[src/rtl/alarma_ctrl.sv]
`default_nettype none
// +------------------------------------------------------------------------+
// | alarma_ctrl                                                            |
// | Intrusion-alarm panel controller: exit/entry delays, siren timing and  |
// | alarm memory, all timed by one shared 16-bit down-counter.             |
// | Revision: 1.0                                                          |
// +------------------------------------------------------------------------+
module alarma_ctrl #(
    parameter int unsigned EXIT_CYC  = 16,
    parameter int unsigned ENTRY_CYC = 16,
    parameter int unsigned SIREN_CYC = 32
) (
    input  logic       clk,
    input  logic       rst_n,
    input  logic       arm,
    input  logic       disarm,
    input  logic       P,
    input  logic       Co,
    input  logic       Ca,
    input  logic       G,
    input  logic       V,
    input  logic       Pa,
    output logic       Bocina,
    output logic       armed,
    output logic       beep,
    output logic [2:0] state,
    output logic [5:0] zone_mem
);

    localparam logic [2:0] S_DISARMED = 3'd0;
    localparam logic [2:0] S_EXIT     = 3'd1;
    localparam logic [2:0] S_ARMED    = 3'd2;
    localparam logic [2:0] S_ENTRY    = 3'd3;
    localparam logic [2:0] S_ALARM    = 3'd4;

    // Loading N-1 and expiring at zero yields exactly N cycles in the state.
    localparam logic [15:0] C_EXIT_LOAD  = 16'(EXIT_CYC  - 1);
    localparam logic [15:0] C_ENTRY_LOAD = 16'(ENTRY_CYC - 1);
    localparam logic [15:0] C_SIREN_LOAD = 16'(SIREN_CYC - 1);

    logic [2:0]  state_q, state_d;
    logic [15:0] cnt_q, cnt_d;
    logic        armed_q, armed_d;
    logic [5:0]  zone_q, zone_d;

    logic        w_expired;
    logic        w_instant;
    logic [5:0]  w_sample;

    assign w_expired = (cnt_q == 16'd0);
    assign w_instant = Co | Ca | G | V;
    assign w_sample  = {Pa, V, G, Ca, Co, P};

    // State register
    always_ff @(posedge clk or negedge rst_n) begin
        if (!rst_n) begin
            state_q <= S_DISARMED;
            cnt_q   <= 16'd0;
            armed_q <= 1'b0;
            zone_q  <= 6'd0;
        end else begin
            state_q <= state_d;
            cnt_q   <= cnt_d;
            armed_q <= armed_d;
            zone_q  <= zone_d;
        end
    end

    // Next-state logic
    always_comb begin
        state_d = state_q;
        cnt_d   = w_expired ? 16'd0 : cnt_q - 16'd1;
        armed_d = armed_q;
        zone_d  = zone_q;

        if (Pa && (state_q <= S_ALARM)) begin
            // Panic wins everywhere; in ALARM it restarts the siren period.
            state_d = S_ALARM;
            cnt_d   = C_SIREN_LOAD;
            zone_d  = zone_q | w_sample;
        end else begin
            case (state_q)
                S_DISARMED: begin
                    armed_d = 1'b0;
                    if (arm) begin
                        state_d = S_EXIT;
                        cnt_d   = C_EXIT_LOAD;
                        zone_d  = 6'd0;
                    end
                end
                S_EXIT: begin
                    if (disarm) begin
                        state_d = S_DISARMED;
                        armed_d = 1'b0;
                    end else if (w_expired) begin
                        state_d = S_ARMED;
                        armed_d = 1'b1;
                    end
                end
                S_ARMED: begin
                    if (w_instant) begin
                        state_d = S_ALARM;
                        cnt_d   = C_SIREN_LOAD;
                        zone_d  = zone_q | w_sample;
                    end else if (disarm) begin
                        state_d = S_DISARMED;
                        armed_d = 1'b0;
                    end else if (P) begin
                        state_d = S_ENTRY;
                        cnt_d   = C_ENTRY_LOAD;
                    end
                end
                S_ENTRY: begin
                    if (w_instant) begin
                        state_d = S_ALARM;
                        cnt_d   = C_SIREN_LOAD;
                        zone_d  = zone_q | w_sample;
                    end else if (disarm) begin
                        state_d = S_DISARMED;
                        armed_d = 1'b0;
                    end else if (w_expired) begin
                        // Entry delay ran out: blame the door zone.
                        state_d = S_ALARM;
                        cnt_d   = C_SIREN_LOAD;
                        zone_d  = zone_q | w_sample | 6'b000001;
                    end
                end
                S_ALARM: begin
                    if (disarm) begin
                        state_d = S_DISARMED;
                        armed_d = 1'b0;
                    end else if (w_expired) begin
                        state_d = armed_q ? S_ARMED : S_DISARMED;
                    end
                end
                default: begin
                    state_d = S_DISARMED;
                    cnt_d   = 16'd0;
                    armed_d = 1'b0;
                end
            endcase
        end
    end

    // Moore outputs decoded from registered state only
    always_comb begin
        Bocina   = (state_q == S_ALARM);
        beep     = (state_q == S_EXIT) || (state_q == S_ENTRY);
        armed    = armed_q;
        state    = state_q;
        zone_mem = zone_q;
    end

endmodule
`default_nettype wire

[config.mk]
export PLATFORM = sky130hd
export DESIGN_NAME = alarma_ctrl
export DESIGN_NICKNAME = d
export VERILOG_FILES = /design/src/rtl/alarma_ctrl.sv
export SDC_FILE = /design/constraint.sdc
export NUM_CORES = 1
export LEC_CHECK = 0
export CORE_ASPECT_RATIO = 1.75
export CORE_MARGIN = 2
export CORE_UTILIZATION = 54
export DETAILED_ROUTE_END_ITERATION = 8
export PLACE_DENSITY = 0.75
export SLEW_MARGIN = 10
export SYNTH_ARGS = -nofsm -noshare
export SYNTH_HDL_FRONTEND = slang
export SYNTH_SLANG_ARGS = --single-unit
[constraint.sdc]
create_clock -name clk -period 2.77 [get_ports clk]
set_input_delay 0.4155 -clock clk [delete_from_list [all_inputs] [get_ports clk]]
set_output_delay 0.4155 -clock clk [all_outputs]
set_load 0.02 [all_outputs]
**Word level (Yosys, flattened, before mapping)**

Index checks and enable logic that the tools add are counted.

- Add/subtract/negate cells: 1
- Order comparisons: 1
- Equal/unequal tests: 14
- Multiplexer cells: 36
- Bitwise gates (word level): 5
- Reductions and logical operators: 10

Operators with widths:

| cell | count |
|---|---|
| two-way mux 16 bit | 9 |
| one-hot mux 16 bit (4 select lines) | 1 |
| two-way mux 3 bit | 12 |
| two-way mux 6 bit | 6 |
| one-hot mux 6 bit (3 select lines) | 1 |
| logical NOT 16 bit | 1 |
| subtractor 16 x 1 -> 16 bit, second input constant | 1 |
| one-hot mux 3 bit (5 select lines) | 1 |
| != test 4 bit, second input constant | 3 |
| != test 5 bit, second input constant | 2 |
| AND reduction 5 bit | 2 |
| != test 3 bit, second input constant | 3 |
| == test 3 x 2 -> 1 bit, second input constant | 2 |
| OR 6 bit | 1 |
| two-way mux 1 bit | 4 |
| != test 4 x 2 -> 1 bit, second input constant | 1 |
| nonzero test 4 bit | 1 |
| OR reduction 2 bit | 2 |
| == test 3 x 1 -> 1 bit, second input constant | 1 |
| == test 3 bit, second input constant | 1 |
| <= comparator 3 bit, second input constant | 1 |
| logical NOT 3 bit | 1 |
| OR 1 bit | 3 |
| one-hot mux 1 bit (3 select lines) | 1 |
| other kinds (6) | 6 |

- Flip-flop bits (word level): 26
- Output and inout port bits: 12
- Logic and storage cells: 71

**Longest topological paths before layout**

- Depth in word-level cells: 7
- Gate-level depth with buffers: 7

**Least setup slack after synthesis**

Ideal clock, no wire load.

- Kind: register -> register
- Start point: register cnt_q[2]
- End point: register cnt_q[15]
- Library setup time: 0.078 ns
- Arrival: 1.919 ns
- Data required time: 2.692 ns
- Setup slack: 0.773 ns
- Stages on the path, launching flop included: 6
- Period minus slack after synthesis: 1.997 ns
- Cells stage by stage: dfrtp_1 > or4_1 > buf_2 > or3_4 > or4_1 > a21oi_1

- Cells in the longest elaborated chain, start to end: 7

Ends and longest elaborated chain:

| what | line | text |
|---|---|---|
| from (decl) | 42 | `logic [15:0] cnt_q, cnt_d;` |
| from (signal assigned) | 63 | `cnt_q <= cnt_d;` |
| subtractor 16 x 1 -> 16 bit or logical NOT 16 bit (tied branches) | 72, 50 |  |
| two-way mux 16 bit | 72 | `cnt_d = w_expired ? 16'd0 : cnt_q - 16'd1;` |
| two-way mux 16 bit, on equally long branches | 121, 108 |  |
| two-way mux 16 bit, on equally long branches | 118, 105 |  |
| two-way mux 16 bit, on equally long branches | 114, 101 |  |
| one-hot mux 16 bit (4 select lines) (*) | 82 | `case (state_q)` |
| two-way mux 16 bit (*) | 76 | `if (Pa && (state_q <= S_ALARM)) begin` |
| net cnt_d[15] | 42 |  |

The timed path passes the listed nets; every way through them passes the cells marked *.
A chain may end at the register's enable or synchronous reset.

**Worst setup path after layout**

- Start point: register cnt_q[2]
- End point: register cnt_q[13]

The elaborated chain is that of the path after synthesis.

==> results.md <==
* Status: completed
* Fillers at 253
* Post-CTS Resized at 0
* Fin. Hold Viols at 0
* Power Dens Cells at 460 nW/um^2
* Num CTS Buffers at 3
* Die height at 75.5 um
* NumNets Final at 217
* Post-layout min period at 2.25 ns
* Share of post-route cells with drive strength above 1 at 8.29%
* Avg WL per Cell at 16.5 um
* Tcrit/Tclk final at 81.1%
* Routability congestion estimate at 0.902
* Antenna violations before repair at 0
* Max clock buf depth at 2
* Vias at 1506
* Startpoint Class: flop
* First-pass GRT wire length at 6620 um
* Syn_nets at 189
* Slew Limit Fails at 0
* Final Hold Slack at 0.505 ns
* Area delta synth->final at 21.5%
* Core Util, Final at 67.0%
* Initial Utilization at 55.1%
* RSZ-0062 raised after global routing: false
* GRT Util Overall at 25.9%
* Vias in the first global route at 1507
* CTS Sinks at 26
* Synthesized cell area at 1580 um^2
* Post-CTS Setup Inserts at 0
* CP Max Fanout at 6
* Slew headroom at 52.2%
* Core area at 2860 um^2
* Async S/R FF share, synth at 100%
* Sum Neg Setup Slack at 0 ns
* Worst-skew pair later-pin latency at 0.27 ns
* Root Driver: clkbuf_8
* # rows at 26
* Drt pass-1 iters at 4
* DPL Wire Length at 2900 um
* I/O Pins at 22
* VDD IR-drop max at 0.313 mV
* Count of cell types in the netlist at 45
* Die W at 44.9 um
* Grt total ovfl at 0
* Req. time, crit path at 2.97 ns
* LEAKAGE at 0.807 nW
* Worst min-delay path class: input pin to asynchronous set/reset pin
* Commonest non-fill, non-tap cell in the layout: dfrtp_1
* Vias per cell at 6.46
* Pin count of the biggest net entering global routing at 27
* Post-Syn Instances at 178
* Worst Setup End Kind: flop
* Yosys reg bits at 26
* Fin area at 1920 um^2
* Worst r2r path cells at 4
* Post-Route Skew at 0.00291 ns
* Syn avg cell area at 8.86 um^2
* Hold buffers post-CTS at 0
* H-Tree Depth at 1
* Slew at the pin closest to its max-slew limit at 0.713 ns
* Post-DP Area at 1860 um^2
* Max Clk Rate at 0.445 GHz
* Die area at 3390 um^2
* Post-synth EDFFs at 0
* Seq/Total Area, Yosys at 41.2%
* Port buffer count at 21
* Yosys warns at 0
* Max-cap violations at 0
* Final setup viols at 0
* DRT iter0 DRCs at 50
* Crit path DAT at 2.44 ns
* Most frequent cells in the layout: 26 x dfrtp_1, 22 x nor2_1, 21 x clkdlybuf4s50_1, 15 x a21oi_1, 12 x nand2_1
* TritonCTS clock tree: built
* Setup CP Type: flop to flop
* Drt drc at 0
* Ys flop type: dfrtp_1
* Antenna-violating nets left at 0
* WL final at 3850 um
* N_diodes at 0
* Register clock-pin slew on the reported worst setup and hold paths at 0.09 ns
where the power goes:
group	switching, mW	total, mW	leakage (nW)	internal [mW]
sequential	0.0283	0.435	0.321	0.406
combinational	0.109	0.203	0.458	0.0946
clock	0.116	0.243	0.0288	0.127
total	0.253	0.881	0.807	0.628
per-stage QoR:
stage               total power, mW  std cells  setup slack (ns)
global route                  0.925        233             0.408
detailed placement            0.645        229             0.450
global placement              0.640        229             0.526
CTS                           0.884        233             0.525
finish                        0.881        233             0.524
floorplan                     0.546        178             0.773
Yosys cell counts, types with 2 or more instances:
master | instances | area share, %
xnor2_1 | 5 | 2.8
nand2_1 | 12 | 2.9
buf_2 | 2 | 0.63
dfrtp_1 | 26 | 41
nand3b_1 | 2 | 0.95
nor4_1 | 7 | 2.8
or4_1 | 4 | 1.9
nor2b_1 | 3 | 1.2
a21oi_1 | 15 | 4.8
nor3_1 | 4 | 1.3
inv_1 | 7 | 1.7
o21ai_0 | 5 | 1.6
or3_1 | 2 | 0.79
nor2_1 | 22 | 5.2
and4_1 | 2 | 1.1
a21o_1 | 5 | 2.4
nand4b_1 | 3 | 1.7
nand2b_1 | 3 | 1.2
a211oi_1 | 2 | 0.95
xor2_1 | 5 | 2.8
nand4_1 | 3 | 1.2
a31oi_1 | 3 | 1.2
clkbuf_1 | 5 | 1.2
mux2i_1 | 3 | 1.9
and2_1 | 3 | 1.2
o31ai_1 | 2 | 0.95
nand3_1 | 2 | 0.63
o2111ai_1 | 2 | 1.1
o41ai_1 | 3 | 1.7
worst max-delay path, cell delays in order, from the launching register on:
cell,delay [ns]
dfrtp_1,0.44
or4_1,0.67
nor4_1,0.43
or4b_1,0.48
a21oi_1,0.16
kinds of logic after synthesis:
group                      count (synthesis)  synth area share [%]
adders and majority gates                  1                 0.793
buffers and inverters                     14                  3.49
AOI/OAI and AO/OA                         47                  19.9
muxes                                      3                  1.90
xor gates and xnor gates                  10                  5.55
DFF                                       26                  41.2
and+or+nand+nor                           77                  27.1
registers in the layout (all words and copies together), names as in the netlist:
register  cells
zone_mem      6
armed         1
state         3
cnt_q        16
per-layer routing:
metal	global-route usage (%)	wire length, um
met5	0	0
met4	8.82	76
met3	3.08	114
met2	48.0	2090
met1	29.9	1570
worst paths after layout:
check,from,endpoint,slack [ns]
max,cnt_q[2]$_DFF_PN0_,cnt_q[13]$_DFF_PN0_,0.52
min,rst_n,zone_mem[1]$_DFFE_PN0P_,0.51
max reg2reg,cnt_q[2]$_DFF_PN0_,cnt_q[13]$_DFF_PN0_,0.52
min reg2reg,zone_mem[5]$_DFFE_PN0P_,zone_mem[5]$_DFFE_PN0P_,0.51
max in group asynchronous,rst_n,cnt_q[3]$_DFF_PN0_,2.01
min in group clk,zone_mem[5]$_DFFE_PN0P_,zone_mem[5]$_DFFE_PN0P_,0.51
final cells by class:
| type | count | area, um^2 | area share [%] |
|---|---|---|---|
| multi-input cells | 138 | 872 | 45.5 |
| flip-flops and latches | 26 | 651 | 33.9 |
| repair buffers | 30 | 278 | 14.5 |
| clock buffers | 4 | 55.1 | 2.87 |
| well taps | 28 | 35.0 | 1.83 |
| inverters | 7 | 26.3 | 1.37 |
Note: power is estimated with default switching activity, not from simulation.
==> RTL change 1, RTL diff (config.mk and constraints unchanged) <==
Put a register stage on the output `zone_mem`. The value now appears one clock later. The other outputs are not delayed to match.
--- a/src/rtl/alarma_ctrl.sv
+++ b/src/rtl/alarma_ctrl.sv
@@ -37,6 +37,8 @@
     localparam logic [15:0] C_EXIT_LOAD  = 16'(EXIT_CYC  - 1);
     localparam logic [15:0] C_ENTRY_LOAD = 16'(ENTRY_CYC - 1);
     localparam logic [15:0] C_SIREN_LOAD = 16'(SIREN_CYC - 1);
+
+    logic [5:0] zone_mem_d;
 
     logic [2:0]  state_q, state_d;
     logic [15:0] cnt_q, cnt_d;
@@ -148,7 +150,11 @@
         beep     = (state_q == S_EXIT) || (state_q == S_ENTRY);
         armed    = armed_q;
         state    = state_q;
-        zone_mem = zone_q;
+        zone_mem_d = zone_q;
+    end
+
+    always_ff @(posedge clk) begin
+        zone_mem <= zone_mem_d;
     end
 
 endmodule
Behaviour: not the same (Yosys sat finds a counterexample within 4 cycles, from zero or initial values and one cycle with rst_n low).
==> RTL change 1 against the unedited design <==
  * Critical path depth fell by 1
  * Synthesized cell count rose by 0.56%
  * Worst setup slack got worse by 98 ps
  * Cell count rose by 6.9%
  * Global-route usage rose by 0.61 points
  * Wire length rose by 10%
  * Sequential share of layout area rose by 2.7 points
  * Die area rose by 7.8%
  * Area after synthesis rose by 8.4%
  * Sequential cell count rose by 6
  * Utilization rose by 1.5 points
  * Design area rose by 9.7%
  * Largest cell class unchanged
Power is not compared: it rests on default switching activity, and its combinational part moved more than twofold at a synthesized area within 25%.
==> RTL change 1: results (changes against the unedited design) <==
The flow ran to the end, and the final reports show no timing, DRC or antenna violations. The logs give 244 (-3.6%) for the count of fill cells added during filler insertion and 570 ps (+50 ps) for the reg-to-reg setup timing slack. Share of cells above drive strength 1: 0.0922 (+0.00931).

The termination of the worst setup path was beep. The clock transition time at the flip-flop clock pins of the worst setup and hold paths came out at 70 ps (-20 ps). Post-CTS setup-driven buffer insertion count: 0 (unchanged). Yosys attributes the largest share of cell area to sky130_fd_sc_hd__dfrtp_1, sky130_fd_sc_hd__dfxtp_1, sky130_fd_sc_hd__nor3_1, sky130_fd_sc_hd__xor2_1, sky130_fd_sc_hd__a31oi_1. The run gives 1,602 (+6.3%) as the via count of the first global-routing pass. For the met1 track utilization from global routing, the log shows 0.285 (-0.0144). The number of unique standard cell types used by synthesis was 51 (+13%); the number of violations reported at the end of detailed-routing iteration 0 was 48 (-4.0%). Global routing usage on met3: 0.0644 (+0.0336).

Detailed-placement wirelength estimate: 3090 um (+6.5%). The worst ir drop on vdd came out at 0.000632 V. The tools report the CTS buffer count as 5 (+2). The logs give 7040 um (+6.4%) for the global-route wire length before repair and 0.265 (+0.00609) for the global routing usage summed across all routing layers. The tightest slew margin relative to the limit is 0.508 (-0.0141), and the sequential fraction of the synthesis area is 0.451 (+0.0383). The path class of the tightest hold or removal check is reg -> reg. Routed length per instance: 17.0 um (+3.2%). Ranked by instance count, the synthesized netlist is headed by sky130_fd_sc_hd__dfrtp_1, sky130_fd_sc_hd__nor3_1, sky130_fd_sc_hd__clkbuf_1. The met2 layer usage reported by global route came out at 0.440 (-0.0396).

The critical path launch point was state[0]. In this run the critical register-to-register path is launched from cnt_q[4]. The run gives 0.253 as the power share of the clock group. The net count reported at finish came out at 216 (-0.46%). The final weighted congestion of routability-driven global placement was 0.896 (-0.57%). The peak fanout along the critical path works out to 21 (+15).

The run gives 190 (+0.53%) as the post-synth net total. The tools report the endpoint of the worst-slack reg-to-reg timing path as cnt_q[15]. The logs give 1930 ps (-510 ps) for the worst endpoint data arrival time and 2 (+1) for the number of levels the H-tree was split into. The share of async-settable or async-resettable flops after synthesis was 0.813 (-0.188); the diode insertion count for antenna repair was 0 (unchanged). The worst hold-check slack came out at 372 ps (-134 ps).

The maximum number of pins on one net before global-route repair was 27 (unchanged); the initial antenna violation count was 0 (unchanged). The average via count per standard cell is 6.31 (-2.3%), and the number of cells traversed by the worst hold path is 0. The tools report the total of warnings raised by yosys as 0 (unchanged). For the worst clock skew, the log shows 2.39 ps (-0.519 ps).

In this run the static leakage power is 0.841 nW. The number of port buffers is 21 (unchanged).
-- RTL change 1: changes by cell type in the layout (fill, tap and decap cells not counted), moves of 5 or more --
cell / before / now
sky130_fd_sc_hd__nor2_1: 22 / 7
sky130_fd_sc_hd__nor3_1: 4 / 13
sky130_fd_sc_hd__a21oi_1: 15 / 8
sky130_fd_sc_hd__dfxtp_1: 0 / 6
sky130_fd_sc_hd__nand2_1: 12 / 6
sky130_fd_sc_hd__o21a_1: 0 / 5
-- RTL change 1: cell families after synthesis --
group                    synth area share
flip-flops                          0.451
buffers and inverters              0.0358
adder cells (fa/ha/maj)           0.00731
AO/OA/AOI/OAI                       0.236
AND/OR/NAND/NOR                     0.230
XOR/XNOR                           0.0410
-- RTL change 1: cell type report --
type,count,area share
Clock buffer,6,0.0345
Multi-Input combinational cell,131,0.418
Sequential cell,32,0.366
Clock inverter,2,0.0167
Timing Repair Buffer,29,0.128
Tap cell,43,0.0256
Inverter,6,0.0107
-- RTL change 1: critical path: stages, from the launching register on --
cell	delay (ps)
sky130_fd_sc_hd__dfrtp_1	740
sky130_fd_sc_hd__nand2b_1	190
sky130_fd_sc_hd__inv_1	110
sky130_fd_sc_hd__clkdlybuf4s50_1	600
-- RTL change 1: through the flow --
step	utilization	setup WS (ps)	std cells	instance area, sq um	power [W]
2_1_floorplan	-	749	179	1710	0.00105
3_3_place_gp	0.649	522	241	2000	0.00127
3_5_place_dp	0.649	450	241	2000	0.00129
4_1_cts	0.684	450	249	2100	0.00173
5_1_grt	0.684	343	249	2100	0.00182
6_report	0.684	426	249	2100	0.00173
-- RTL change 1: routing by layer --
metal,up-vias,wire [um]
li1,732,-
met1,760,1550
met2,63,2320
met3,17,190
met4,0,184
met5,-,0
==> RTL change 2, RTL diff (same flow settings) <==
Without the edit above. `SIREN_CYC`: 32 -> 31.
--- a/src/rtl/alarma_ctrl.sv
+++ b/src/rtl/alarma_ctrl.sv
@@ -8,7 +8,7 @@
 module alarma_ctrl #(
     parameter int unsigned EXIT_CYC  = 16,
     parameter int unsigned ENTRY_CYC = 16,
-    parameter int unsigned SIREN_CYC = 32
+    parameter int unsigned SIREN_CYC = 31
 ) (
     input  logic       clk,
     input  logic       rst_n,
Behaviour: no difference found for any inputs over 10 cycles, from zero or initial values and one cycle with rst_n low; that may be too few to reach the edited logic, so the function may still have changed.
==> RTL change 2 against the unedited design <==
  * Global-route usage rose by 2.5 points
  * Sequential cell count unchanged
  * Cell count is 3.4% higher
  * Wire length is 16% higher
  * Worst setup slack lost 73 ps
  * Utilization fell by 0.46 points
  * Design area is 1.6% higher
  * Area after synthesis increased by 4.3%
  * Worst hold slack better by 2.0 ps
Power is not compared: it rests on default switching activity, and its combinational part moved more than twofold at a synthesized area within 25%.
==> RTL change 2: results (changes against the unedited design) <==
The remaining antenna violation count is 0 (unchanged). The critical path starts at Co. Sorting the synthesized cells by how often they occur yields sky130_fd_sc_hd__nor2_1, sky130_fd_sc_hd__dfrtp_1, sky130_fd_sc_hd__a21oi_1.

The run gives 198 (+4.8%) as the post-synth net total. The tools report the number of levels the H-tree was split into as 1 (unchanged). The run finished with clean final reports.

The CTS buffer count came out at 3 (unchanged). The logs give 1,639 (+8.8%) for the via count of the first global-routing pass and 0 (unchanged) for the post-CTS setup-driven buffer insertion count. Number of port buffers: 21 (unchanged). CTS placed an instance of sky130_fd_sc_hd__clkbuf_8 at the clock tree root. The tools report the worst slack at placement as 195 ps (-255 ps). Number of unique standard cell types used by synthesis: 47 (+4.4%). Cell internal power was estimated by the tool at 0.000944 W.

The largest register by flop count is cnt_q. Detailed-placement wirelength estimate: 3420 um (+18%). The most used flip-flop cell after synthesis is sky130_fd_sc_hd__dfrtp_1. The tightest slew margin relative to the limit is 0.548 (+0.0258), and the number of flip-flops in the largest register is 16 (unchanged). The clock transition time at the flip-flop clock pins of the worst setup and hold paths was 90 ps (about the same). By area the synthesized netlist is led by sky130_fd_sc_hd__dfrtp_1, sky130_fd_sc_hd__nor2_1, sky130_fd_sc_hd__a21oi_1, sky130_fd_sc_hd__xnor2_1, sky130_fd_sc_hd__o21ai_0. The peak fanout along the critical path was 5 (-1).

The min-delay analysis places its worst path in the category in -> async. The global-route wire length before repair came out at 7490 um (+13%). The diode insertion count for antenna repair was 0 (unchanged); the worst ir drop on vdd was 0.000726 V. The tools report the global routing usage summed across all routing layers as 0.284 (+0.0250). In this run the static leakage power is 0.757 nW. The sequential fraction of the synthesis area was 0.395 (-0.0169).

For the final weighted congestion of routability-driven global placement, the log shows 0.945 (+4.9%). The total of warnings raised by yosys was 0 (unchanged). The insertion delay to the later sink of the worst-skew pair came out at 270 ps (about the same). The tools report the number of violations reported at the end of detailed-routing iteration 0 as 95 (+90%). The initial antenna violation count was 0 (unchanged); the net count reported at finish was 225 (+3.7%). The average via count per standard cell was 6.38 (-1.3%). Total wire length: 4460 um (+16%). The tools report the number of detailed-route iterations in the first pass as 5 (+1). The share of cells above drive strength 1 came out at 0.103 (+0.0204). Count of cells resized by post-cts repair: 0 (unchanged).

The logs give 27 (unchanged) for the maximum number of pins on one net before global-route repair and 245 (-3.2%) for the count of fill cells added during filler insertion. The tools report the launch instance of the worst register-to-register path as cnt_q[0]. The worst clock skew is 6.03 ps (+3.12 ps). The maximum root-to-sink buffer count is 2 (unchanged), and the share of async-settable or async-resettable flops after synthesis is 1.00 (unchanged). The worst endpoint data arrival time is 2470 ps (+30 ps).
## RTL change 2: changes by cell type after synthesis, sizes merged, moves of 3 or more
cell   before  now
a21o        5    0
o22ai       0    4
o41ai       3    0
mux2i       3    0
xnor2       5    8
nor3b       1    4
nor3        4    8
o21ai       6    9
o21a        0    3
nor2       22   32
nor2b       3    6
## RTL change 2: routing by layer
metal,vias up,global-route usage,part of all wire
li1,724,-,-
met2,66,0.518,0.56
met4,0,0.137,0.050
met3,20,0.0376,0.042
met5,-,0,0
met1,728,0.292,0.35
## RTL change 2: worst max-delay path, stage by stage
cell and delay [ps]:
sky130_fd_sc_hd__clkdlybuf4s50_1 440, sky130_fd_sc_hd__or4_4 590, sky130_fd_sc_hd__or4_1 430, sky130_fd_sc_hd__o21ai_1 130, sky130_fd_sc_hd__a31oi_1 50, sky130_fd_sc_hd__or4_1 410
## RTL change 2: final cells by class
cell class                      count  area [sq um]  share of cell area
Clock buffer                        4          55.1              0.0283
Inverter                            7          26.3              0.0135
Multi-Input combinational cell    146           902               0.463
Sequential cell                    26           651               0.334
Tap cell                           28          35.0              0.0180
Timing Repair Buffer               30           278               0.143
## RTL change 2: per-stage QoR
step,instance area (sq um),util,std cells,hold slack [ps]
final,1950,0.665,241,507
after global routing,1950,0.665,241,535
after CTS,1950,0.665,241,513
after detailed placement,1890,0.646,237,488
after global placement,1890,0.646,237,486
after floorplan,1650,-,187,120
## RTL change 2: cells by family after synthesis
kind of cell | count (synthesis) | share of synthesized area
AO/OA/AOI/OAI | 47 | 0.179
XOR/XNOR | 11 | 0.0586
adder cells (fa/ha/maj) | 1 | 0.00760
buffers and inverters | 15 | 0.0563
flip-flops | 26 | 0.395
AND/OR/NAND/NOR | 87 | 0.303
## RTL change 2: path summary, 6_finish.rpt
path / endpoint / slack, ps / cells after the start
setup / recovery: cnt_q[3] / 450 / 6
setup reg to reg: cnt_q[3] / 510 / 7
max in group asynchronous: cnt_q[12] / 2010 / 2
hold reg to reg: zone_mem[4] / 510 / 2
min in group clk: zone_mem[4] / 510 / 2
hold / removal: cnt_q[14] / 510 / 2
## RTL change 2: power by group through the flow
stage	Clock [W]	Combinational, W	Sequential, W
2_1_floorplan	0	0.000504	0.000596
3_3_place_gp	0	0.000790	0.000557
3_5_place_dp	0	0.000803	0.000562
4_1_cts	0.000251	0.000809	0.000555
5_1_grt	0.000267	0.000885	0.000568
6_report	0.000244	0.000812	0.000556
